## config.mk

```make
export PLATFORM = sky130hd
export DESIGN_NAME = rst_seq
export DESIGN_NICKNAME = d
export VERILOG_FILES = /design/src/rtl/rst_seq_pkg.sv /design/src/rtl/rst_debounce.sv /design/src/rtl/rst_seq.sv
export SDC_FILE = /design/constraint.sdc
export NUM_CORES = 1
export LEC_CHECK = 0
export CELL_PAD_IN_SITES_DETAIL_PLACEMENT = 1
export CELL_PAD_IN_SITES_GLOBAL_PLACEMENT = 1
export CORE_MARGIN = 2
export CORE_UTILIZATION = 43
export DETAILED_ROUTE_END_ITERATION = 8
export PLACE_DENSITY = 0.73
export SYNTH_ARGS = -nofsm -noshare
export SYNTH_HDL_FRONTEND = slang
export SYNTH_HIERARCHICAL = 1
export SYNTH_SLANG_ARGS = --single-unit
```

## constraint.sdc

```tcl
create_clock -name i_clk -period 2.1 [get_ports i_clk]
set_clock_uncertainty 0.15 [all_clocks]
set_input_delay 0.525 -clock i_clk [delete_from_list [all_inputs] [get_ports i_clk]]
set_output_delay 0.525 -clock i_clk [all_outputs]
set_load 0.02 [all_outputs]
```

## src/rtl/rst_seq_pkg.sv

```systemverilog
// Shared types and constants for the reset sequencer slice.
package rst_seq_pkg;

  typedef enum logic [1:0] {
    HOLD    = 2'd0,
    RELEASE = 2'd1,
    RUN     = 2'd2
  } state_e;

  localparam int CAUSE_POR_c      = 0;
  localparam int CAUSE_SW_c       = 1;
  localparam int CAUSE_SRC_BASE_c = 2;

  // Bits needed to hold a counter whose terminal value is term.
  function automatic int cnt_width(input int term);
    return (term < 1) ? 1 : $clog2(term + 1);
  endfunction

endpackage

```

## src/rtl/rst_debounce.sv

```systemverilog
// Purpose: synchronize one async active-low request pin and debounce its level.
// Latency: SYNC_STAGES_p + DEBOUNCE_CNT_p cycles from pin edge to level flip.
// Backpressure: none; level output plus a one-cycle falling-edge pulse.
module rst_debounce
  import rst_seq_pkg::*;
#(
  parameter int SYNC_STAGES_p  = 3,
  parameter int DEBOUNCE_CNT_p = 100000
) (
  input  logic i_clk,
  input  logic i_rst_n,
  input  logic i_pin_n,
  output logic o_lvl,
  output logic o_fall
);

  localparam int DB_W = cnt_width(DEBOUNCE_CNT_p);
  localparam logic [DB_W-1:0] DB_LAST = DB_W'(DEBOUNCE_CNT_p - 1);

  logic [SYNC_STAGES_p-1:0] sync_q;
  logic [DB_W-1:0]          cnt_q;
  logic                     lvl_q;
  logic                     fall_q;
  logic                     synced;

  assign synced = sync_q[SYNC_STAGES_p-1];

  always_ff @(posedge i_clk or negedge i_rst_n) begin
    if (!i_rst_n) begin
      sync_q <= '1;
    end else begin
      sync_q <= {sync_q[SYNC_STAGES_p-2:0], i_pin_n};
    end
  end

  // Any cycle agreeing with the current level restarts the stability count.
  always_ff @(posedge i_clk or negedge i_rst_n) begin
    if (!i_rst_n) begin
      cnt_q  <= '0;
      lvl_q  <= 1'b1;
      fall_q <= 1'b0;
    end else begin
      fall_q <= 1'b0;
      if (synced == lvl_q) begin
        cnt_q <= '0;
      end else if (cnt_q == DB_LAST) begin
        cnt_q  <= '0;
        lvl_q  <= synced;
        fall_q <= ~synced;
      end else begin
        cnt_q <= cnt_q + DB_W'(1);
      end
    end
  end

  assign o_lvl  = lvl_q;
  assign o_fall = fall_q;

endmodule

```

## src/rtl/rst_seq.sv

```systemverilog
// Purpose: merge reset requests, hold all domains, then release them in index order.
// Latency: request to all-asserted in one edge; release HOLD_CNT_p then STAGE_DLY_p per domain.
// Backpressure: none; registered level outputs only.
module rst_seq
  import rst_seq_pkg::*;
#(
  parameter int NUM_SRC_p      = 2,
  parameter int NUM_DOM_p      = 3,
  parameter int SYNC_STAGES_p  = 3,
  parameter int DEBOUNCE_CNT_p = 100000,
  parameter int HOLD_CNT_p     = 1000,
  parameter int STAGE_DLY_p    = 16
) (
  input  logic                   i_clk,
  input  logic                   i_rst_n,
  input  logic [NUM_SRC_p-1:0]   i_src_rst_n,
  input  logic                   i_sw_rst_req,
  input  logic                   i_cause_clr,
  output logic [NUM_DOM_p-1:0]   o_rst_n,
  output logic                   o_busy,
  output logic [NUM_SRC_p+1:0]   o_cause
);

  localparam int HOLD_W = cnt_width(HOLD_CNT_p);
  localparam int STG_W  = cnt_width(STAGE_DLY_p);
  localparam int DOM_W  = cnt_width(NUM_DOM_p);

  localparam logic [HOLD_W-1:0]    HOLD_LAST = HOLD_W'(HOLD_CNT_p - 1);
  localparam logic [STG_W-1:0]     STG_LAST  = STG_W'(STAGE_DLY_p - 1);
  localparam logic [DOM_W-1:0]     DOM_LAST  = DOM_W'(NUM_DOM_p - 1);
  localparam logic [NUM_DOM_p-1:0] DOM_ONE   = NUM_DOM_p'(1);
  localparam logic [NUM_SRC_p+1:0] CAUSE_RST = (NUM_SRC_p + 2)'(1) << CAUSE_POR_c;

  logic [NUM_SRC_p-1:0] src_lvl;
  logic [NUM_SRC_p-1:0] src_fall;
  logic                 req_act;

  state_e               state_q;
  logic [HOLD_W-1:0]    hold_cnt_q;
  logic [STG_W-1:0]     stg_cnt_q;
  logic [DOM_W-1:0]     dom_idx_q;
  logic [NUM_DOM_p-1:0] rst_n_q;
  logic                 busy_q;
  logic [NUM_SRC_p+1:0] cause_q;
  logic [NUM_SRC_p+1:0] cause_nxt;

  for (genvar k = 0; k < NUM_SRC_p; k++) begin : g_src
    rst_debounce #(
      .SYNC_STAGES_p  (SYNC_STAGES_p),
      .DEBOUNCE_CNT_p (DEBOUNCE_CNT_p)
    ) u_debounce (
      .i_clk   (i_clk),
      .i_rst_n (i_rst_n),
      .i_pin_n (i_src_rst_n[k]),
      .o_lvl   (src_lvl[k]),
      .o_fall  (src_fall[k])
    );
  end

  assign req_act = (~&src_lvl) | i_sw_rst_req;

  // A request from any state collapses every domain at once and restarts the hold.
  always_ff @(posedge i_clk or negedge i_rst_n) begin
    if (!i_rst_n) begin
      state_q    <= HOLD;
      hold_cnt_q <= '0;
      stg_cnt_q  <= '0;
      dom_idx_q  <= '0;
      rst_n_q    <= '0;
      busy_q     <= 1'b1;
    end else if (req_act) begin
      state_q    <= HOLD;
      hold_cnt_q <= '0;
      stg_cnt_q  <= '0;
      dom_idx_q  <= '0;
      rst_n_q    <= '0;
      busy_q     <= 1'b1;
    end else begin
      case (state_q)
        HOLD: begin
          if (hold_cnt_q == HOLD_LAST) begin
            rst_n_q   <= DOM_ONE;
            stg_cnt_q <= '0;
            dom_idx_q <= DOM_W'(1);
            if (NUM_DOM_p == 1) begin
              state_q <= RUN;
              busy_q  <= 1'b0;
            end else begin
              state_q <= RELEASE;
            end
          end else begin
            hold_cnt_q <= hold_cnt_q + HOLD_W'(1);
          end
        end
        RELEASE: begin
          if (stg_cnt_q == STG_LAST) begin
            stg_cnt_q <= '0;
            rst_n_q   <= rst_n_q | (DOM_ONE << dom_idx_q);
            dom_idx_q <= dom_idx_q + DOM_W'(1);
            if (dom_idx_q == DOM_LAST) begin
              state_q <= RUN;
              busy_q  <= 1'b0;
            end
          end else begin
            stg_cnt_q <= stg_cnt_q + STG_W'(1);
          end
        end
        RUN: begin
          rst_n_q <= '1;
          busy_q  <= 1'b0;
        end
        default: begin
          state_q    <= HOLD;
          hold_cnt_q <= '0;
          rst_n_q    <= '0;
          busy_q     <= 1'b1;
        end
      endcase
    end
  end

  // Clear applies first so a same-cycle set survives for its bit.
  always_comb begin
    cause_nxt = i_cause_clr ? '0 : cause_q;
    if (i_sw_rst_req) cause_nxt[CAUSE_SW_c] = 1'b1;
    for (int k = 0; k < NUM_SRC_p; k++) begin
      if (src_fall[k]) cause_nxt[CAUSE_SRC_BASE_c + k] = 1'b1;
    end
  end

  always_ff @(posedge i_clk or negedge i_rst_n) begin
    if (!i_rst_n) begin
      cause_q <= CAUSE_RST;
    end else begin
      cause_q <= cause_nxt;
    end
  end

  assign o_rst_n = rst_n_q;
  assign o_busy  = busy_q;
  assign o_cause = cause_q;

endmodule

```

# Word level (Yosys, flattened, before mapping)
# Index checks and enable logic that the tools add are counted.
# word_totals
register_bits	71
latch_bits	0
mem_bits_rw	0
rom_bits	0
output_inout_bits	8
wordCells	97
mem_count	0
# classes
addsub	5
multipliers	0
n_div	0
n_lt_le_gt_ge	0
n_eq_ne	16
shift	1
n_mux	35
bitwise_logic	6
reduce_logical	16
# op_table
op	count
$mux 17	4
$add 17x1->17 const B	2
$eq 17x17->1 const B	2
$mux 10	2
$pmux 10 s2	1
$mux 5	3
$mux 2	6
$ne 3x3->1 const B	4
$reduce_and 2->1	6
$add 10x1->10 const B	1
$eq 10x10->1 const B	1
$mux 1	10
$pmux 5 s2	1
$mux 3	3
$pmux 3 s3	1
$pmux 2 s3	1
$reduce_and 3->1	2
$reduce_bool 2->1	3
$add 5x1->5 const B	1
$eq 5x4->1 const B	1
$eq 2x2->1 const B	2
$mux 4	1
$ne 2x2->1 const B	2
$not 1->1	4
14 further kinds	15

# Logic depth before layout (Yosys ltp)
# Gate-level depths: netlist (run 1).
# depth
ltp_word	5
mapped_depth	7

# Modules after synthesis
# Netlist (run 1), hierarchy kept.
# modules_own_cells
mod	instances	cells_per_inst	area_each_um2	seq_area_each_um2
rst_debounce	2	98	1041.0	555.5
rst_seq	1	165	1550.2	678.2

# Least setup slack after synthesis (run 1)
# No wires, ideal clock.
# synth_timing
kind	reg-to-reg
startpoint	register state_q[1]
endpoint	register hold_cnt_q[9]
setup_time_ps	79
t_arrival_ps	1744
required_ps	1871
setup_slack_ps	127
path_stages_with_launch	8
n_path_buf	1
synth_period_minus_slack_ps	1973
path_cell_list	dfrtp_1 inv_1 ha_1 clkbuf_1 inv_1 o41ai_2 or4_1 a21oi_1
# synth_via
elab_chain_len	4
elab_cells_between_ends	9
cone_classes	4 x eq/ne; 2 x mux; 3 x reduce/logical
# synth_rtl
element	line	text
start: declaration	rst_seq.sv:38	state_e state_q;
start signal: assignment	rst_seq.sv:65	state_q <= HOLD;
start signal: assignment	rst_seq.sv:72	state_q <= HOLD;
start signal: assignment	rst_seq.sv:86	state_q <= RUN;
$eq 2x1->1 / $eq 2x2->1 (equally long branches)	rst_seq.sv:79	case (state_q)
$reduce_or 2->1 (no line)	--	
$pmux 10 s2 / $ne 2x1->1 (equally long branches)	--	
$mux 10 / $reduce_and 2->1 (equally long branches)	--	
end signal: assignment	rst_seq.sv:92	hold_cnt_q <= hold_cnt_q + HOLD_W'(1);
end: declaration	rst_seq.sv:39	logic [HOLD_W-1:0] hold_cnt_q;
# Parallel ways exist; a longest one is shown, timed or not.
# A chain may end at the register's enable or synchronous reset.

# Final worst setup path (run 1)
# layout_timing
startpoint	register g_src[0].u_debounce.cnt_q[5]
endpoint	register g_src[0].u_debounce.cnt_q[3]
# layout_via
elab_chain_len	3
# layout_rtl
element	line	text
start: declaration	rst_debounce.sv:21	logic [DB_W-1:0] cnt_q;
start signal: assignment	rst_debounce.sv:51	cnt_q <= cnt_q + DB_W'(1);
$eq 17x17->1	rst_debounce.sv:46	end else if (cnt_q == DB_LAST) begin
$mux 17	rst_debounce.sv:46	
$mux 17	rst_debounce.sv:44	if (synced == lvl_q) begin
# No other way between the ends.

==> metrics.md, run 1 <==
| Metric | Value |
|---|---|
| Status | `finished, final reports clean` |
| Chip width | `95.91 um` |
| Unique masters post-synth | `52` |
| Post-synth EDFFs | `0` |
| Reg area | `between 1500 and 2000 um2` |
| Clock Latency Late Sink | `roughly 350 ps` |
| WL met2 | `4129 um` |
| Yosys top cell area share | `42.03%` |
| Area of the multi-input gates | `1732 um2` |
| Primary FF master, synth | `dfrtp_1` |
| Yosys warning count | `6` |
| Ant diodes | `0` |
| Startpoint Class | `flip-flop` |
| Largest net degree at the start of global routing | `27` |
| Biggest area consumer among synthesized cells | `dfrtp_1` |
| Fmax | `roughly 500 MHz` |
| Post-synthesis cell count | `approximately 360` |
| GR Util All Layers | `20.30%` |
| Critical path type | `flip-flop to flip-flop` |
| Total number of vias | `~2800` |
| Worst Path Max Fanout | `16` |
| Final HPWL DP | `6079 um` |
| Internal power | `around 2.2 mW` |
| Detailed Routing Iterations Pass 1 | `4` |
| Sequential area share after synthesis | `49.26%` |
| Hold_sp | `g_src[1].u_debounce/sync_q[1]` |
| Net switching power | `just over 0.6 mW` |
| Rel. slew slack | `between 60% and 70%` |
| Congestion Overflow GR | `0` |
| Slew @ Worst Pin | `around 460 ps` |
| Clock Power Share | `47.3%` |
| Clock Sinks | `71` |
| Iter 0 DRT Violations | `46` |
| Inst Count DP | `around 500` |
| Worst setup EP type | `flip-flop` |
| Final hold vios | `0` |
| Initial Utilization | `approximately 44%` |
| RSZ-0062 raised after global routing | `false` |
| Routability cong. | `0.7904` |
| Count leader, synth | `dfrtp_1` |
| Flop pwr share | `between 40% and 50%` |
| Total power | `roughly 2.9 mW` |
| Met1 Routed Length | `just under 4000 um` |
| NumNets Final | `approximately 420` |
| WL met3 | `174 um` |
| Clock slew at reported path FFs | `roughly 70 ps` |
| Sw frac | `about a fifth` |
| Final Slew Violations | `0` |
| Area Overhead vs Synth | `20.87%` |
| Syn_nets | `378` |
| Root buf cell | `clkbuf_8` |
| DR top layer | `met4` |
| Core ar. | `about 8000 um2` |
| Final wirelength | `around 8300 um` |
| Crit path arrival time | `between 2000 and 2500 ps` |
| CTS max path bufs | `2` |
| Die Ht | `95.91 um` |
| Pwr Density | `around 650 nW/um2` |
| Post-synthesis register bit count | `slightly above 70` |
| Hold Crit Class | `flip-flop to flip-flop` |
| Final Cell Area | `roughly 4400 um2` |
| Combinational power share | `3.7%` |
| Pre-CTS setup slack | `-67.73 ps` |
| Routed wire per std cell | `roughly 16 um` |
| Vias/cell | `between 5 and 6` |
| Filler Cell Count | `930` |
| Hold Slack | `about 210 ps` |
| I/O Buffers | `13` |
| Final WS setup | `slightly below 90 ps` |
| Row cnt | `33` |
| Antenna viol nets, final | `0` |
| Global-route wire length before repair | `~14000 um` |
| CTS tree | `built` |
| # DRC | `0` |
| Maximum vdd ir drop | `slightly below 0.4 mV` |
| Die area | `about 9200 um2` |
| Number of max-cap violations | `0` |
| Initial antenna violation count | `0` |
| Syn Area/Cell | `10.06 um2` |
| RR Startpoint | `g_src[0].u_debounce/cnt_q[5]` |
| Top Ports | `14` |
| Cell area after synthesis | `~3600 um2` |
| CP required | `between 2000 and 2500 ps` |
| Post-synthesis async set-or-reset flop share | `100.0%` |
| Pleak | `1.821 nW` |
| Fin crit period | `2013 ps` |
| Post-synth top cells | `dfrtp_1, nor2_1, xnor2_1, nand2_1, nand3_1` |
| CTS Buf Count | `9` |
| Setup Viol. Count Final | `0` |
| H-tree Lvls | `3` |
| Crit share post-route | `a little over nine tenths` |
| Non-filler instance count after layout | `a little over 500` |
| Synth top area cells | `dfrtp_1, dfstp_2, xnor2_1, nor2_1, ha_1` |
| Layout cells sized above 1 | `19.66%` |
| Area after DPL | `approximately 4000 um2` |
| Worst Setup SP | `g_src[0].u_debounce/cnt_q[5]` |
| Vias in the first global route | `about 3000` |
## flip-flops by register name, summed over array words and instances (netlist names)
name and flops:
dom_idx_q 2, g_src.u_debounce/cnt_q 34, g_src.u_debounce/o_fall 2, g_src.u_debounce/o_lvl 2
g_src.u_debounce/sync_q 6, hold_cnt_q 10, o_busy 1, o_cause 4
o_rst_n 3, state_q 2, stg_cnt_q 5
## what timing repair did
| item | CTS | global route |
|---|---|---|
| setup buffers | 0 | 1 |
| hold endpoints to repair | 20 | 0 |
| hold buffers | 1 | 0 |
| resized for setup | 2 | 4 |
| endpoints found under the setup margin | 2 | 3 |
## through the flow
stage | utilization, % | setup TNS, ps
finish | 53.43 | 0
global route | 53.43 | 0
CTS | 53.11 | 0
detailed placement | 50.04 | -171.8
global placement | 50.04 | -21.29
floorplan | - | 0
## worst max-delay path: stages, from the launching register on
cell and delay, ps:
dfrtp_1 450, or4b_1 580, nor4_2 320, or2_1 200
buf_12 150, nor2_1 50
## final cells by class
cell class	count	share of cell area [%]
clock buffer	10	3.135
multi-input combinational	262	39.44
sequential	71	40.75
timing repair buffer	47	9.860
clock inverter	6	2.451
inverter	16	1.368
tap	105	2.992
## placed cells by master (no fill, tap or decap), types with 4 or more instances in the layout
| cell type | instances |
|---|---|
| or3_1 | 8 |
| ha_1 | 9 |
| o21ai_0 | 16 |
| nor2_1 | 45 |
| or4_4 | 4 |
| nor3_1 | 13 |
| xnor2_1 | 25 |
| nand4_1 | 9 |
| a21oi_1 | 16 |
| buf_12 | 4 |
| clkdlybuf4s50_1 | 10 |
| dfstp_2 | 10 |
| inv_1 | 16 |
| dfrtp_1 | 61 |
| nand2_1 | 21 |
| xor2_1 | 4 |
| or4_1 | 4 |
| nor4_1 | 10 |
| nand3_1 | 19 |
| buf_4 | 30 |
| o31a_1 | 4 |
| clkbuf_8 | 10 |
| o31ai_1 | 6 |
## layer usage
metal  vias up  track usage [%]
met2        25            34.21
met1      1420            26.21
li1       1378                -
met3         9            3.524
met4         0            7.500
met5         -                0
## cell families (layout without fill, tap and decap cells)
family / Yosys count / after routing / share of synthesized area (%)
buffers and inverters: 28 / 79 / 3.582
AND/OR/NAND/NOR: 156 / 156 / 24.29
flip-flops: 71 / 71 / 49.26
AO/OA/AOI/OAI: 64 / 64 / 11.47
multiplexers: 2 / 2 / 0.6200
XOR/XNOR: 29 / 29 / 6.993
adder cells (fa/ha/maj): 11 / 11 / 3.789
## power groups by stage
stage / logic (mW) / clock network (mW) / registers, mW
after floorplan: 0.0394 / 0 / 1.43
after global placement: 0.104 / 0 / 1.43
after detailed placement: 0.108 / 0 / 1.43
after CTS: 0.110 / 1.38 / 1.40
after global routing: 0.120 / 1.45 / 1.40
final: 0.105 / 1.35 / 1.40
## worst paths after layout
path	endpoint	slack, ps	cells past startpoint
setup / recovery	g_src[0].u_debounce/cnt_q[3]	90	5
hold / removal	g_src[1].u_debounce/sync_q[2]	210	0
setup reg to reg	g_src[0].u_debounce/cnt_q[3]	90	5
hold reg to reg	g_src[1].u_debounce/sync_q[2]	210	0
max in group asynchronous	g_src[1].u_debounce/sync_q[2]	760	3
min in group asynchronous	hold_cnt_q[8]	450	2
Power figures use the tool's default switching activity.
==> run 2: changes to the inputs <==
Settings changed: CORE_UTILIZATION 43 to 48, PLACE_DENSITY 0.73 to 0.77.
Clock period 2.1 ns to 1.96 ns, I/O delays scaled along.
==> run 2 against run 1 <==
Clock power hardly changed; first-iteration DRC count rose by 83%; largest cell class is now multi-input gates; non-clock buffer count increased by 30; sequential power rose by 7%; routed wire length is 24% higher; final area up 6.2%; register-to-register slack worse by 70 ps; fmax grew 3.8%; critical path type unchanged; die area decreased by 10%; setup slack got worse by 66 ps; largest power group unchanged; combinational power rose by 12%.
==> metrics.md, run 2 (same netlist as run 1, synthesis figures left out) <==
| Metric | Value |
|---|---|
| Status | `finished, final reports clean` |
| Net switching power | `0.6695 mW (+9.5%)` |
| CP required | `2090 ps (-100 ps)` |
| Number of max-cap violations | `0 (unchanged)` |
| Root buf cell | `clkbuf_8` |
| Die Ht | `90.99 um (-5.1%)` |
| Fin crit period | `1939 ps (-73.65 ps)` |
| Iter 0 DRT Violations | `84 (+83%)` |
| Vias in the first global route | `3420 (+14%)` |
| Clock Power Share | `45.0% (-2.3 points)` |
| Congestion Overflow GR | `0 (unchanged)` |
| Die area | `8279 um2 (-10%)` |
| Setup Viol. Count Final | `0 (unchanged)` |
| Non-filler instance count after layout | `541 (+4.6%)` |
| Worst Path Max Fanout | `2 (-14)` |
| Initial Utilization | `49.81% (+5.6 points)` |
| RR Startpoint | `g_src[0].u_debounce/cnt_q[11]` |
| Sw frac | `22.70% (+1.3 points)` |
| CTS tree | `built` |
| Most flop-heavy register | `g_src.u_debounce/cnt_q` |
| H-tree Lvls | `3 (unchanged)` |
| Ant diodes | `0 (unchanged)` |
| Routed wire per std cell | `18.96 um (+18%)` |
| Reg area | `1792 um2 (+0.14%)` |
| Total power | `2.950 mW (+3.2%)` |
| Total number of vias | `3136 (+11%)` |
| Worst setup EP type | `flip-flop` |
| FF-to-FF End | `g_src[0].u_debounce/o_lvl` |
| Final wirelength | `10260 um (+24%)` |
| Chip width | `90.99 um (-5.1%)` |
| Vias/cell | `5.797 (+5.8%)` |
| Core ar. | `7292 um2 (-11%)` |
| Filler Cell Count | `827 (-11%)` |
| Final Slew Violations | `0 (unchanged)` |
| Pleak | `2.003 nW (+10%)` |
| Maximum vdd ir drop | `0.3881 mV (-2.2%)` |
| Row cnt | `31 (-6.1%)` |
| CP Capture Point | `g_src[0].u_debounce/o_lvl` |
| CTS max path bufs | `2 (unchanged)` |
| Largest register FFs | `34 (unchanged)` |
| RSZ-0062 raised after global routing | `true` |
| Area after DPL | `4317 um2 (+5.0%)` |
| Global-route wire length before repair | `16950 um (+18%)` |
| Hold Slack | `209.8 ps (+2.972 ps)` |
| Most frequent cells in the layout | `dfrtp_1, buf_4, nor2_1` |
| Fin Setup TNS | `0 ps (unchanged)` |
| Largest net degree at the start of global routing | `41 (+52%)` |
| Final HPWL DP | `6935 um (+14%)` |
| Antenna viol nets, final | `0 (unchanged)` |
| Internal power | `2.280 mW (+1.5%)` |
| Reg-to-reg slack, setup | `20 ps (-70 ps)` |
| Final hold vios | `0 (unchanged)` |
| Flop pwr share | `51.0% (+2.0 points)` |
| NumNets Final | `454 (+7.1%)` |
| Startpoint Class | `flip-flop` |
| Crit path arrival time | `2070 ps (-30 ps)` |
| Crit share post-route | `98.92% (+3.1 points)` |
| Hold Crit Class | `flip-flop to flip-flop` |
| GR Util All Layers | `26.06% (+5.8 points)` |
| # DRC | `0 (unchanged)` |
| Biggest regs | `g_src.u_debounce/cnt_q x34, hold_cnt_q x10, g_src.u_debounce/sync_q x6` |
| R2R cell count | `4 (-1)` |
| Routability cong. | `0.8640 (+9.3%)` |
| Pwr Density | `632.6 nW/um2 (-2.8%)` |
| Area Overhead vs Synth | `28.38%` |
| Top Ports | `14 (unchanged)` |
| Layout cells sized above 1 | `29.64% (+10 points)` |
| Area of the multi-input gates | `1821 um2 (+5.1%)` |
| CTS Buf Count | `9 (unchanged)` |
| Inst Count DP | `523 (+4.8%)` |
| Slew @ Worst Pin | `495.4 ps (+37.63 ps)` |
| Combinational power share | `4.0% (+0.3 points)` |
| Clock Sinks | `71 (unchanged)` |
| Final Cell Area | `4663 um2 (+6.2%)` |
| Critical path type | `flip-flop to flip-flop` |
| Detailed Routing Iterations Pass 1 | `4 (unchanged)` |
| Worst Setup SP | `g_src[0].u_debounce/cnt_q[11]` |
| I/O Buffers | `13 (unchanged)` |
| Fmax | `515.8 MHz (+3.8%)` |
| Clock slew at reported path FFs | `70 ps (about the same)` |
| Initial antenna violation count | `0 (unchanged)` |
| Rel. slew slack | `66.62% (-2.7 points)` |
| Clock Latency Late Sink | `350 ps (about the same)` |
[run 2: changes by cell type in the layout (fill, tap and decap cells not counted), sizes merged]
cell and change:
dlygate4sd2 +6, clkinv +2, clkdlybuf4s50 -6, bufinv -1
buf +30, clkinvlp -1
[run 2: layout make-up]
type | count | share of cell area (%)
Clock inverter | 6 | 1.798
Inverter | 16 | 1.288
Multi-Input combinational cell | 262 | 39.04
Tap cell | 99 | 2.656
Sequential cell | 71 | 38.42
Timing Repair Buffer | 77 | 13.84
Clock buffer | 10 | 2.951
[run 2: power groups by stage]
stage | registers (mW) | clock network (mW) | logic [mW]
after floorplan | 1.53 | 0 | 0.0422
after global placement | 1.53 | 0 | 0.112
after global routing | 1.51 | 1.41 | 0.134
after CTS | 1.50 | 1.34 | 0.117
final | 1.50 | 1.33 | 0.118
after detailed placement | 1.53 | 0 | 0.114
[run 2: worst min-delay path by stage]
stage | startpoint | end | slack (ps) | depth (start not counted)
CTS | g_src[0].u_debounce/sync_q[0] | g_src[0].u_debounce/sync_q[1] | 210 | 0
detailed placement | g_src[0].u_debounce/sync_q[0] | g_src[0].u_debounce/sync_q[1] | 200 | 0
global placement | g_src[0].u_debounce/sync_q[0] | g_src[0].u_debounce/sync_q[1] | 200 | 0
finish | g_src[0].u_debounce/sync_q[0] | g_src[0].u_debounce/sync_q[1] | 210 | 0
global route | g_src[0].u_debounce/sync_q[0] | g_src[0].u_debounce/sync_q[1] | 220 | 0
floorplan | i_rst_n | dom_idx_q[0] | 40 | 0
[run 2: repair_timing]
action | CTS | global route
resized for setup | 15 | 22
setup buffers | 0 | 1
pin swaps | 4 | 10
setup endpoints to repair | 43 | 44
hold buffers | 1 | 0
hold endpoints to repair | 11 | 0
[run 2: critical path, stage by stage (launching register included)]
cell     delay [ps]
dfrtp_1         410
or4_4           580
nor4_4          280
buf_4           170
mux2_4          290
[run 2: per-stage QoR]
stage               util (%)  setup slack [ps]
floorplan                  -             25.04
global placement       59.20            -99.32
detailed placement     59.20            -171.2
CTS                    62.83            -9.106
global route           63.95            -46.25
finish                 63.95             21.08
[run 2: metal layers]
metal	global-route usage (%)	up-vias	share of wire, %
met5	0	-	0
met4	11.24	0	3.1
met3	5.145	31	3.0
met2	45.68	72	54
met1	31.07	1588	40
li1	-	1445	-
